**src/rtl/clock_pkg.sv**
```systemverilog
// Definitions shared by the time-setting controller and the timekeeping counter:
// FSM states, field-select codes and field ranges.
package clock_pkg;

    typedef enum logic [2:0] {
        ST_IDLE,
        ST_SET_HH,
        ST_SET_MM,
        ST_SET_SS,
        ST_COMMIT
    } set_state_t;

    localparam logic [1:0] FIELD_NONE    = 2'b00;
    localparam logic [1:0] FIELD_HOURS   = 2'b01;
    localparam logic [1:0] FIELD_MINUTES = 2'b10;
    localparam logic [1:0] FIELD_SECONDS = 2'b11;

    localparam logic [7:0] HOURS_MAX   = 8'd23;
    localparam logic [7:0] MIN_SEC_MAX = 8'd59;

endpackage

```
**src/rtl/time_set_ctrl_if.sv**
```systemverilog
// Load interface between the time-setting controller (master) and timekeeping (slave).
interface time_set_ctrl_if;

    logic       load_time;
    logic [7:0] load_hours;
    logic [7:0] load_minutes;
    logic [7:0] load_seconds;
    logic [7:0] cur_hours;
    logic [7:0] cur_minutes;
    logic [7:0] cur_seconds;

    modport master (
        output load_time, load_hours, load_minutes, load_seconds,
        input  cur_hours, cur_minutes, cur_seconds
    );

    modport slave (
        input  load_time, load_hours, load_minutes, load_seconds,
        output cur_hours, cur_minutes, cur_seconds
    );

endinterface

```
**src/rtl/time_set_ctrl_btn_conditioner.sv**
```systemverilog
// Push-button conditioner: 2-flop synchronizer, debounce filter and a one-cycle
// pulse on each accepted rising edge.
module btn_conditioner #(
    parameter int DEBOUNCE_CYCLES = 1_000_000
) (
    input  logic clk,
    input  logic reset_n,
    input  logic btn,
    output logic press
);

    localparam int               CNT_W    = $clog2(DEBOUNCE_CYCLES + 1);
    localparam logic [CNT_W-1:0] CNT_LAST = CNT_W'(DEBOUNCE_CYCLES - 1);

    logic             sync_p0;
    logic             sync_p1;
    logic             level_p2;
    logic             level_p3;
    logic [CNT_W-1:0] cnt;

    always_ff @(posedge clk or negedge reset_n) begin
        if (!reset_n) begin
            sync_p0  <= 1'b0;
            sync_p1  <= 1'b0;
            level_p2 <= 1'b0;
            level_p3 <= 1'b0;
            cnt      <= '0;
            press    <= 1'b0;
        end else begin
            sync_p0 <= btn;
            sync_p1 <= sync_p0;
            // Accept a new level only after it has differed for the full window;
            // any return to the accepted level restarts the count.
            if (sync_p1 == level_p2) begin
                cnt <= '0;
            end else if (cnt == CNT_LAST) begin
                level_p2 <= sync_p1;
                cnt      <= '0;
            end else begin
                cnt <= cnt + 1'b1;
            end
            level_p3 <= level_p2;
            press    <= level_p2 & ~level_p3;
        end
    end

endmodule

```
**src/rtl/time_set_ctrl.sv**
```systemverilog
// Operator time-setting controller: button-driven hours/minutes/seconds editor
// that commits the edited time into the timekeeping counter.
module time_set_ctrl
    import clock_pkg::*;
#(
    parameter int DEBOUNCE_CYCLES  = 1_000_000,
    parameter int LOAD_HOLD_CYCLES = 50_000_000
) (
    input  logic            clk,
    input  logic            reset_n,
    input  logic            btn_mode,
    input  logic            btn_inc,
    input  logic            btn_dec,
    time_set_ctrl_if.master tk,
    output logic            set_active,
    output logic [1:0]      field_sel
);

    localparam int                HOLD_W    = $clog2(LOAD_HOLD_CYCLES + 1);
    localparam logic [HOLD_W-1:0] HOLD_LAST = HOLD_W'(LOAD_HOLD_CYCLES - 1);

    set_state_t        state, state_nxt;
    logic [7:0]        edit_hours, edit_minutes, edit_seconds;
    logic [7:0]        hours_nxt, minutes_nxt, seconds_nxt;
    logic [HOLD_W-1:0] hold_cnt, hold_nxt;
    logic              mode_press, inc_press, dec_press;
    logic              step_en, step_up;

    function automatic logic [7:0] wrap_step(input logic [7:0] value,
                                             input logic [7:0] max_value,
                                             input logic       up);
        logic [7:0] result;
        if (up) result = (value >= max_value) ? 8'd0 : value + 8'd1;
        else    result = (value == 8'd0) ? max_value : value - 8'd1;
        return result;
    endfunction

    function automatic logic [7:0] snap_field(input logic [7:0] value,
                                              input logic [7:0] max_value);
        return (value > max_value) ? 8'd0 : value;
    endfunction

    function automatic logic [1:0] field_of(input set_state_t s);
        logic [1:0] f;
        case (s)
            ST_SET_HH: f = FIELD_HOURS;
            ST_SET_MM: f = FIELD_MINUTES;
            ST_SET_SS: f = FIELD_SECONDS;
            default:   f = FIELD_NONE;
        endcase
        return f;
    endfunction

    btn_conditioner #(.DEBOUNCE_CYCLES(DEBOUNCE_CYCLES)) u_mode (
        .clk(clk), .reset_n(reset_n), .btn(btn_mode), .press(mode_press));
    btn_conditioner #(.DEBOUNCE_CYCLES(DEBOUNCE_CYCLES)) u_inc (
        .clk(clk), .reset_n(reset_n), .btn(btn_inc), .press(inc_press));
    btn_conditioner #(.DEBOUNCE_CYCLES(DEBOUNCE_CYCLES)) u_dec (
        .clk(clk), .reset_n(reset_n), .btn(btn_dec), .press(dec_press));

    // Mode takes priority over edits; inc and dec together cancel out.
    always_comb begin
        state_nxt   = state;
        hours_nxt   = edit_hours;
        minutes_nxt = edit_minutes;
        seconds_nxt = edit_seconds;
        hold_nxt    = hold_cnt;
        step_en     = inc_press ^ dec_press;
        step_up     = inc_press;
        case (state)
            ST_IDLE: begin
                if (mode_press) begin
                    state_nxt   = ST_SET_HH;
                    hours_nxt   = snap_field(tk.cur_hours, HOURS_MAX);
                    minutes_nxt = snap_field(tk.cur_minutes, MIN_SEC_MAX);
                    seconds_nxt = snap_field(tk.cur_seconds, MIN_SEC_MAX);
                end
            end
            ST_SET_HH: begin
                if (mode_press)   state_nxt = ST_SET_MM;
                else if (step_en) hours_nxt = wrap_step(edit_hours, HOURS_MAX, step_up);
            end
            ST_SET_MM: begin
                if (mode_press)   state_nxt = ST_SET_SS;
                else if (step_en) minutes_nxt = wrap_step(edit_minutes, MIN_SEC_MAX, step_up);
            end
            ST_SET_SS: begin
                if (mode_press) begin
                    state_nxt = ST_COMMIT;
                    hold_nxt  = HOLD_LAST;
                end else if (step_en) begin
                    seconds_nxt = wrap_step(edit_seconds, MIN_SEC_MAX, step_up);
                end
            end
            ST_COMMIT: begin
                if (hold_cnt == '0) state_nxt = ST_IDLE;
                else                hold_nxt  = hold_cnt - 1'b1;
            end
            default: state_nxt = ST_IDLE;
        endcase
    end

    always_ff @(posedge clk or negedge reset_n) begin
        if (!reset_n) begin
            state        <= ST_IDLE;
            edit_hours   <= '0;
            edit_minutes <= '0;
            edit_seconds <= '0;
            hold_cnt     <= '0;
            tk.load_time <= 1'b0;
            set_active   <= 1'b0;
            field_sel    <= FIELD_NONE;
        end else begin
            state        <= state_nxt;
            edit_hours   <= hours_nxt;
            edit_minutes <= minutes_nxt;
            edit_seconds <= seconds_nxt;
            hold_cnt     <= hold_nxt;
            tk.load_time <= (state_nxt == ST_COMMIT);
            set_active   <= (state_nxt != ST_IDLE);
            field_sel    <= field_of(state_nxt);
        end
    end

    assign tk.load_hours   = edit_hours;
    assign tk.load_minutes = edit_minutes;
    assign tk.load_seconds = edit_seconds;

endmodule

```
**src/flat_wrapper.sv**
```systemverilog
// flat-port wrapper written by rule: the top's interface ports become plain ports
module time_set_ctrl_flat import clock_pkg::*;
#(
    parameter int DEBOUNCE_CYCLES  = 1_000_000,
    parameter int LOAD_HOLD_CYCLES = 50_000_000
)
  (clk, reset_n, btn_mode, btn_inc, btn_dec, set_active, field_sel, tk_load_time, tk_load_hours, tk_load_minutes, tk_load_seconds, tk_cur_hours, tk_cur_minutes, tk_cur_seconds);
  time_set_ctrl_if tk_i ();
  input  logic clk;
  input  logic reset_n;
  input  logic btn_mode;
  input  logic btn_inc;
  input  logic btn_dec;
  output logic set_active;
  output logic [1:0] field_sel;
  output wire logic [$bits(tk_i.load_time)-1:0] tk_load_time;
  output wire logic [$bits(tk_i.load_hours)-1:0] tk_load_hours;
  output wire logic [$bits(tk_i.load_minutes)-1:0] tk_load_minutes;
  output wire logic [$bits(tk_i.load_seconds)-1:0] tk_load_seconds;
  input wire logic [$bits(tk_i.cur_hours)-1:0] tk_cur_hours;
  input wire logic [$bits(tk_i.cur_minutes)-1:0] tk_cur_minutes;
  input wire logic [$bits(tk_i.cur_seconds)-1:0] tk_cur_seconds;
  assign tk_load_time = tk_i.load_time;
  assign tk_load_hours = tk_i.load_hours;
  assign tk_load_minutes = tk_i.load_minutes;
  assign tk_load_seconds = tk_i.load_seconds;
  assign tk_i.cur_hours = tk_cur_hours;
  assign tk_i.cur_minutes = tk_cur_minutes;
  assign tk_i.cur_seconds = tk_cur_seconds;
  time_set_ctrl #(.DEBOUNCE_CYCLES(DEBOUNCE_CYCLES), .LOAD_HOLD_CYCLES(LOAD_HOLD_CYCLES)) u_core (.clk(clk), .reset_n(reset_n), .btn_mode(btn_mode), .btn_inc(btn_inc), .btn_dec(btn_dec), .tk(tk_i), .set_active(set_active), .field_sel(field_sel));
endmodule
```
**config.mk**
```make
export PLATFORM = sky130hd
export DESIGN_NAME = time_set_ctrl_flat
export DESIGN_NICKNAME = d
export VERILOG_FILES = /design/src/rtl/clock_pkg.sv /design/src/rtl/time_set_ctrl_if.sv /design/src/rtl/time_set_ctrl_btn_conditioner.sv /design/src/rtl/time_set_ctrl.sv /design/src/flat_wrapper.sv
export SDC_FILE = /design/constraint.sdc
export NUM_CORES = 1
export LEC_CHECK = 0
export CAP_MARGIN = 20
export CORE_MARGIN = 2
export CORE_UTILIZATION = 58
export DETAILED_ROUTE_END_ITERATION = 12
export PLACE_DENSITY = 0.77
export SLEW_MARGIN = 15
export SYNTH_ARGS = -nofsm -noshare
export SYNTH_HDL_FRONTEND = slang
export SYNTH_SLANG_ARGS = --single-unit
```
**constraint.sdc**
```tcl
create_clock -name clk -period 3.9 [get_ports clk]
set_clock_uncertainty 0.1 [all_clocks]
set_input_delay 0.975 -clock clk [delete_from_list [all_inputs] [get_ports clk]]
set_output_delay 0.975 -clock clk [all_outputs]
set_load 0.02 [all_outputs]
```
Word level (Yosys, flattened, before mapping):

Cells that the tools add are included.

* add/subtract/negate cells: 10
* $mul: 0
* divide/modulo/power cells: 0
* magnitude comparators: 6
* equality and inequality tests: 23
* shift operators: 0
* muxes and demuxes: 40
* bitwise logic cells: 10
* reduce and logical (&&, ||, !) cells: 17

Operators with widths (number)
* $mux 8: 21
* $mux 20: 6
* $add 20x1->20 const B: 3
* $eq 20x20->1 const B: 3
* $mux 26: 2
* $pmux 26 s2: 1
* $pmux 8 s2: 3
* $logic_not 26->1: 1
* $sub 26x1->26 const B: 1
* $add 8x1->8 const B: 3
* $logic_not 8->1: 3
* $sub 8x1->8 const B: 3
* $ge 8x6->1 const B: 2
* $gt 8x6->1 const B: 2
* $mux 3: 5
* $pmux 3 s5: 1
* $eq 3x2->1 const B: 4
* $ne 2x2->1 const B: 6
* $reduce_and 4->1: 3
* $ge 8x5->1 const B: 1
* $gt 8x5->1 const B: 1
* $reduce_bool 2->1: 4
* $eq 3x1->1 const B: 2
* $eq 3x3->1 const B: 2
* other kinds (10): 23

* flip-flop bits (word level): 132
* bits in latches: 0
* RAM bits: 0
* bits in read-only memories: 0
* input port bits: 29
* logic and storage cells: 132
* memories: 0

Longest topological paths before layout:

* depth after elaboration: 6
* depth in mapped cells: 8

Modules after synthesis:

Synthesis repeated with hierarchy kept, for this count alone.

* cells, all modules: 798
* area, all modules: 7482.2 um^2

Modules (own cells, without submodules)
* time_set_ctrl: instances 1, cells each 465, area an instance 3968.8 um^2, sequential area each 1426.4 um^2
* btn_conditioner: instances 3, cells each 111, area an instance 1171.1 um^2, sequential area each 625.6 um^2

Least setup slack after synthesis:

No wires, ideal clock.

* path kind: input to register
* start: input port tk_cur_hours[3]
* end: register u_core.edit_hours[3] (netlist: u_core.tk.load_hours[3])
* arrival time: 2.214 ns
* required time: 3.704 ns
* slack: 1.491 ns
* cell stages on the path: 5
* buffers on the path: 0
* cells stage by stage: a2111oi_0 -> a21oi_1 -> nor3_1 -> a21oi_1 -> o31ai_1

* cells in the longest elaborated chain, start to end: 4

RTL lines
* from (decl): RTL line flat_wrapper.sv:20 `input wire logic [$bits(tk_i.cur_hours)-1:0] tk_cur_hours;`
* $gt 8x5->1: RTL line time_set_ctrl.sv:40 `return (value > max_value) ? 8'd0 : value;`
* $mux 8 *: RTL line time_set_ctrl.sv:40
* $mux 8 *: RTL line time_set_ctrl.sv:72 `if (mode_press) begin`
* $pmux 8 s2 *: RTL line time_set_ctrl.sv:70 `case (state)`
* to (signal assigned): RTL line time_set_ctrl.sv:115 `edit_hours <= hours_nxt;`
* to (decl): RTL line time_set_ctrl.sv:23 `logic [7:0] edit_hours, edit_minutes, edit_seconds;`

Every way passes the cells marked *; elsewhere a longest branch is shown, timed or not. The select of a mux whose other input is x is not followed.
A chain may end at the register's enable or synchronous reset.

Worst setup path in the final report:

* start: register u_core.u_inc.press
* end: register u_core.edit_seconds[2] (netlist: u_core.tk.load_seconds[2])

* cells in the longest elaborated chain, start to end: 4
* elaborated cells on any way between the ends: 7
* those cells by class: 1 x eq/ne; 4 x mux; 1 x bitwise; 1 x reduce/logical

RTL lines
* from (decl): RTL line time_set_ctrl_btn_conditioner.sv:9 `output logic press`
* from (signal assigned): RTL line time_set_ctrl_btn_conditioner.sv:43 `press <= level_p2 & ~level_p3;`
* $mux 8: RTL line time_set_ctrl.sv:33 `if (up) result = (value >= max_value) ? 8'd0 : value + 8'd1;`
* $mux 8: RTL line time_set_ctrl.sv:91 `end else if (step_en) begin`
* $mux 8: RTL line time_set_ctrl.sv:88 `if (mode_press) begin`
* $pmux 8 s2: RTL line time_set_ctrl.sv:70
* to (signal assigned): RTL line time_set_ctrl.sv:117 `edit_seconds <= seconds_nxt;`
* to (decl): RTL line time_set_ctrl.sv:23

Several ways; a longest one is shown, not always the timed one. The select of a mux whose other input is x is not followed.

==> impl_results.md <==
* Outcome: complete, no violations
* Post-DP HPWL at 11200 um
* Top post-synthesis cells by count: dfrtp_1, nor2_1, nand2_1
* Nets at 870
* Gr usage total at 0.258
* Syn Inst Count at 779
* Final Max Slew Viols at 0
* Worst Setup Start Kind: register
* Vias in the first global route at 5862
* Crit share post-route at 0.742
* Top cell type's share of synthesized area at 0.456
* Worst-margin pin slew at 1.04 ns
* Final setup violation count at 0
* Antenna fix cells at 0
* Die height at 116 um
* Reg clk slew, reported paths at 0.06 ns
* CTS tree: built
* Final Hold Fails at 0
* Initial Util at 0.598
* # port buffers at 56
* DR pass1 iterations at 5
* Commonest register cell after synthesis: dfrtp_1
* Leakage power figure at 0.00369 uW
* Post-CTS Hold Buffers at 0
* Routed wire length at 16600 um
* RSZ-0062 raised after global routing: no
* Slew headroom at 0.306
* Sequential area share after synthesis at 0.456
* Setup slack, reg-to-reg at 1.01 ns
* Minimum clock period after layout at 2.89 ns
* Total power density per cell area at 381 nW/um2
* Gpl congestion at 0.921
* Die Span X at 116 um
* DR WL/cell at 16.5 um
* Synth unique cells at 71
* Max-cap viol count at 0
* Vias per cell at 6.09
* Full die area at 13400 um2
* Root buffer cell: clkbuf_16
* Hold WS at 0.247 ns
* Post-route setup TNS at 0 ns
* Fmax at 345 MHz
* Worst vdd ir at 0.365 mV
* Synthesized Nets at 821
* Synthesized area at 7250 um2
* Pin count of the biggest net entering global routing at 57
* Post-layout util at 0.710
* Critical path class: register to register
* CTS sink count at 132
* Fraction of registers with async set/reset at 1.00
* CP max FO at 22
* Initial DRC count at 521
* Req. time, crit path at 4.12 ns
* Post-CTS setup buffer count at 0
* Synth Area per Inst at 9.30 um2
* Worst Setup End Kind: register
* I/O pin count at 57
* Global route overflow at 0
* CTS Buf Count at 17
* Synth area leader: dfrtp_1
* H-tree levels at 4
* Longest Clk Path Bufs at 2
* Via count at 6146
* Layout cell share with drive strength beyond 1 at 0.0725
* Row count at 40
* Antenna violation net count after detailed routing at 0
* CP Data Arrival Time at 3.11 ns
* Count leader, synth: dfrtp_1
* Synth area leaders: dfrtp_1, nor2_1, xor2_1, xnor2_1, nand3_1
* Core Box Area at 12100 um2
* HP Class: register to register
* Post-route DRC violation count at 0
* Yosys reg bits at 132
* Antenna violations before repair at 0
* Post_cts resized at 0
* EDFF count, synth at 0
* Global-route wire length before repair at 27700 um
* Yosys warns at 0
* Clk_lat worst skew at 0.42 ns
* Area Overhead vs Synth at 18.6%
[worst max-delay path, cell delays in order, from the launching register on]
cell and delay (ns):
dfrtp_1 0.81, xor2_1 0.30, and4b_1 0.27, o21bai_1 0.82
mux2_2 0.42, o31ai_1 0.07
[per-layer routing]
metal | wire, um | global-route usage
met1 | 7360 | 0.343
met2 | 8060 | 0.425
met3 | 908 | 0.0554
met4 | 299 | 0.0865
met5 | 0 | 0
[through the flow]
step	setup WS, ns	cell area, um2	power [uW]	instances
floorplan	1.49	7250	1450	779
global placement	1.27	7930	1520	976
detailed placement	1.18	7930	1520	976
CTS	1.15	8590	3300	1008
global route	0.895	8600	3370	1009
finish	1.01	8600	3280	1009
[logic make-up (layout without fill, tap and decap cells)]
family / Yosys count / count (layout) / share of synthesized area
and+or+nand+nor: 369 / 369 / 0.271
xor gates and xnor gates: 69 / 69 / 0.0834
adders and majority gates: 13 / 13 / 0.0224
DFF: 132 / 132 / 0.456
AOI/OAI and AO/OA: 131 / 131 / 0.123
muxes: 12 / 12 / 0.0173
buffers and inverters: 53 / 115 / 0.0278
[state kept, by name, indices dropped and copies added, names as in the netlist, 2 cells and up]
register,count
u_core.field_sel,2
u_core.hold_cnt,26
u_core.state,3
u_core.tk.load_hours,8
u_core.tk.load_minutes,8
u_core.tk.load_seconds,8
u_core.u_dec.cnt,20
u_core.u_inc.cnt,20
u_core.u_mode.cnt,20
[path summary, 6_finish.rpt]
check | end | cells after the start | from
max | u_core.tk.load_seconds[2] | 5 | u_core.u_inc.press
min | u_core.u_mode.sync_p1 | 0 | u_core.u_mode.sync_p0
max reg2reg | u_core.tk.load_seconds[2] | 5 | u_core.u_inc.press
min reg2reg | u_core.u_mode.sync_p1 | 0 | u_core.u_mode.sync_p0
max in group asynchronous | u_core.u_mode.cnt[11] | 2 | reset_n
min in group asynchronous | u_core.hold_cnt[6] | 1 | reset_n
[cells in the final DEF, fill, tap and decap left out, drive strengths merged, types with 4 or more instances in the layout]
| cell type | n |
|---|---|
| or4 | 8 |
| nand2 | 54 |
| or3b | 5 |
| o21ai | 27 |
| buf | 6 |
| a21oi | 25 |
| nand3b | 8 |
| or3 | 8 |
| and4 | 6 |
| and2 | 7 |
| clkinv | 4 |
| a211oi | 9 |
| nor4 | 23 |
| mux2i | 8 |
| mux2 | 4 |
| clkbuf | 18 |
| nor3b | 7 |
| o211ai | 5 |
| nor2b | 5 |
| nand3 | 48 |
| bufinv | 5 |
| or2 | 4 |
| inv | 25 |
| clkdlybuf4s50 | 55 |
| ha | 13 |
| nor2 | 108 |
| xnor2 | 33 |
| dfrtp | 132 |
| o2111ai | 4 |
| xor2 | 36 |
| nor3 | 27 |
| nand2b | 6 |
| nor4b | 8 |
| o31ai | 16 |
| and3 | 15 |
| a31oi | 12 |
| nand4 | 17 |
[final cells by class]
class                   instances  area (um2)
well taps                     168         210
multi-input cells             594        3740
clock inverters                14         225
fillers                       941        3510
flip-flops and latches        132        3300
inverters                      22        82.6
repair buffers                 61         593
clock buffers                  18         439
[power breakdown]
part           switching (uW)  internal [uW]
combinational            59.1           42.7
clock                     619           1160
sequential               12.3           1380
total                     691           2590
(Power assumes the default switching activity.)
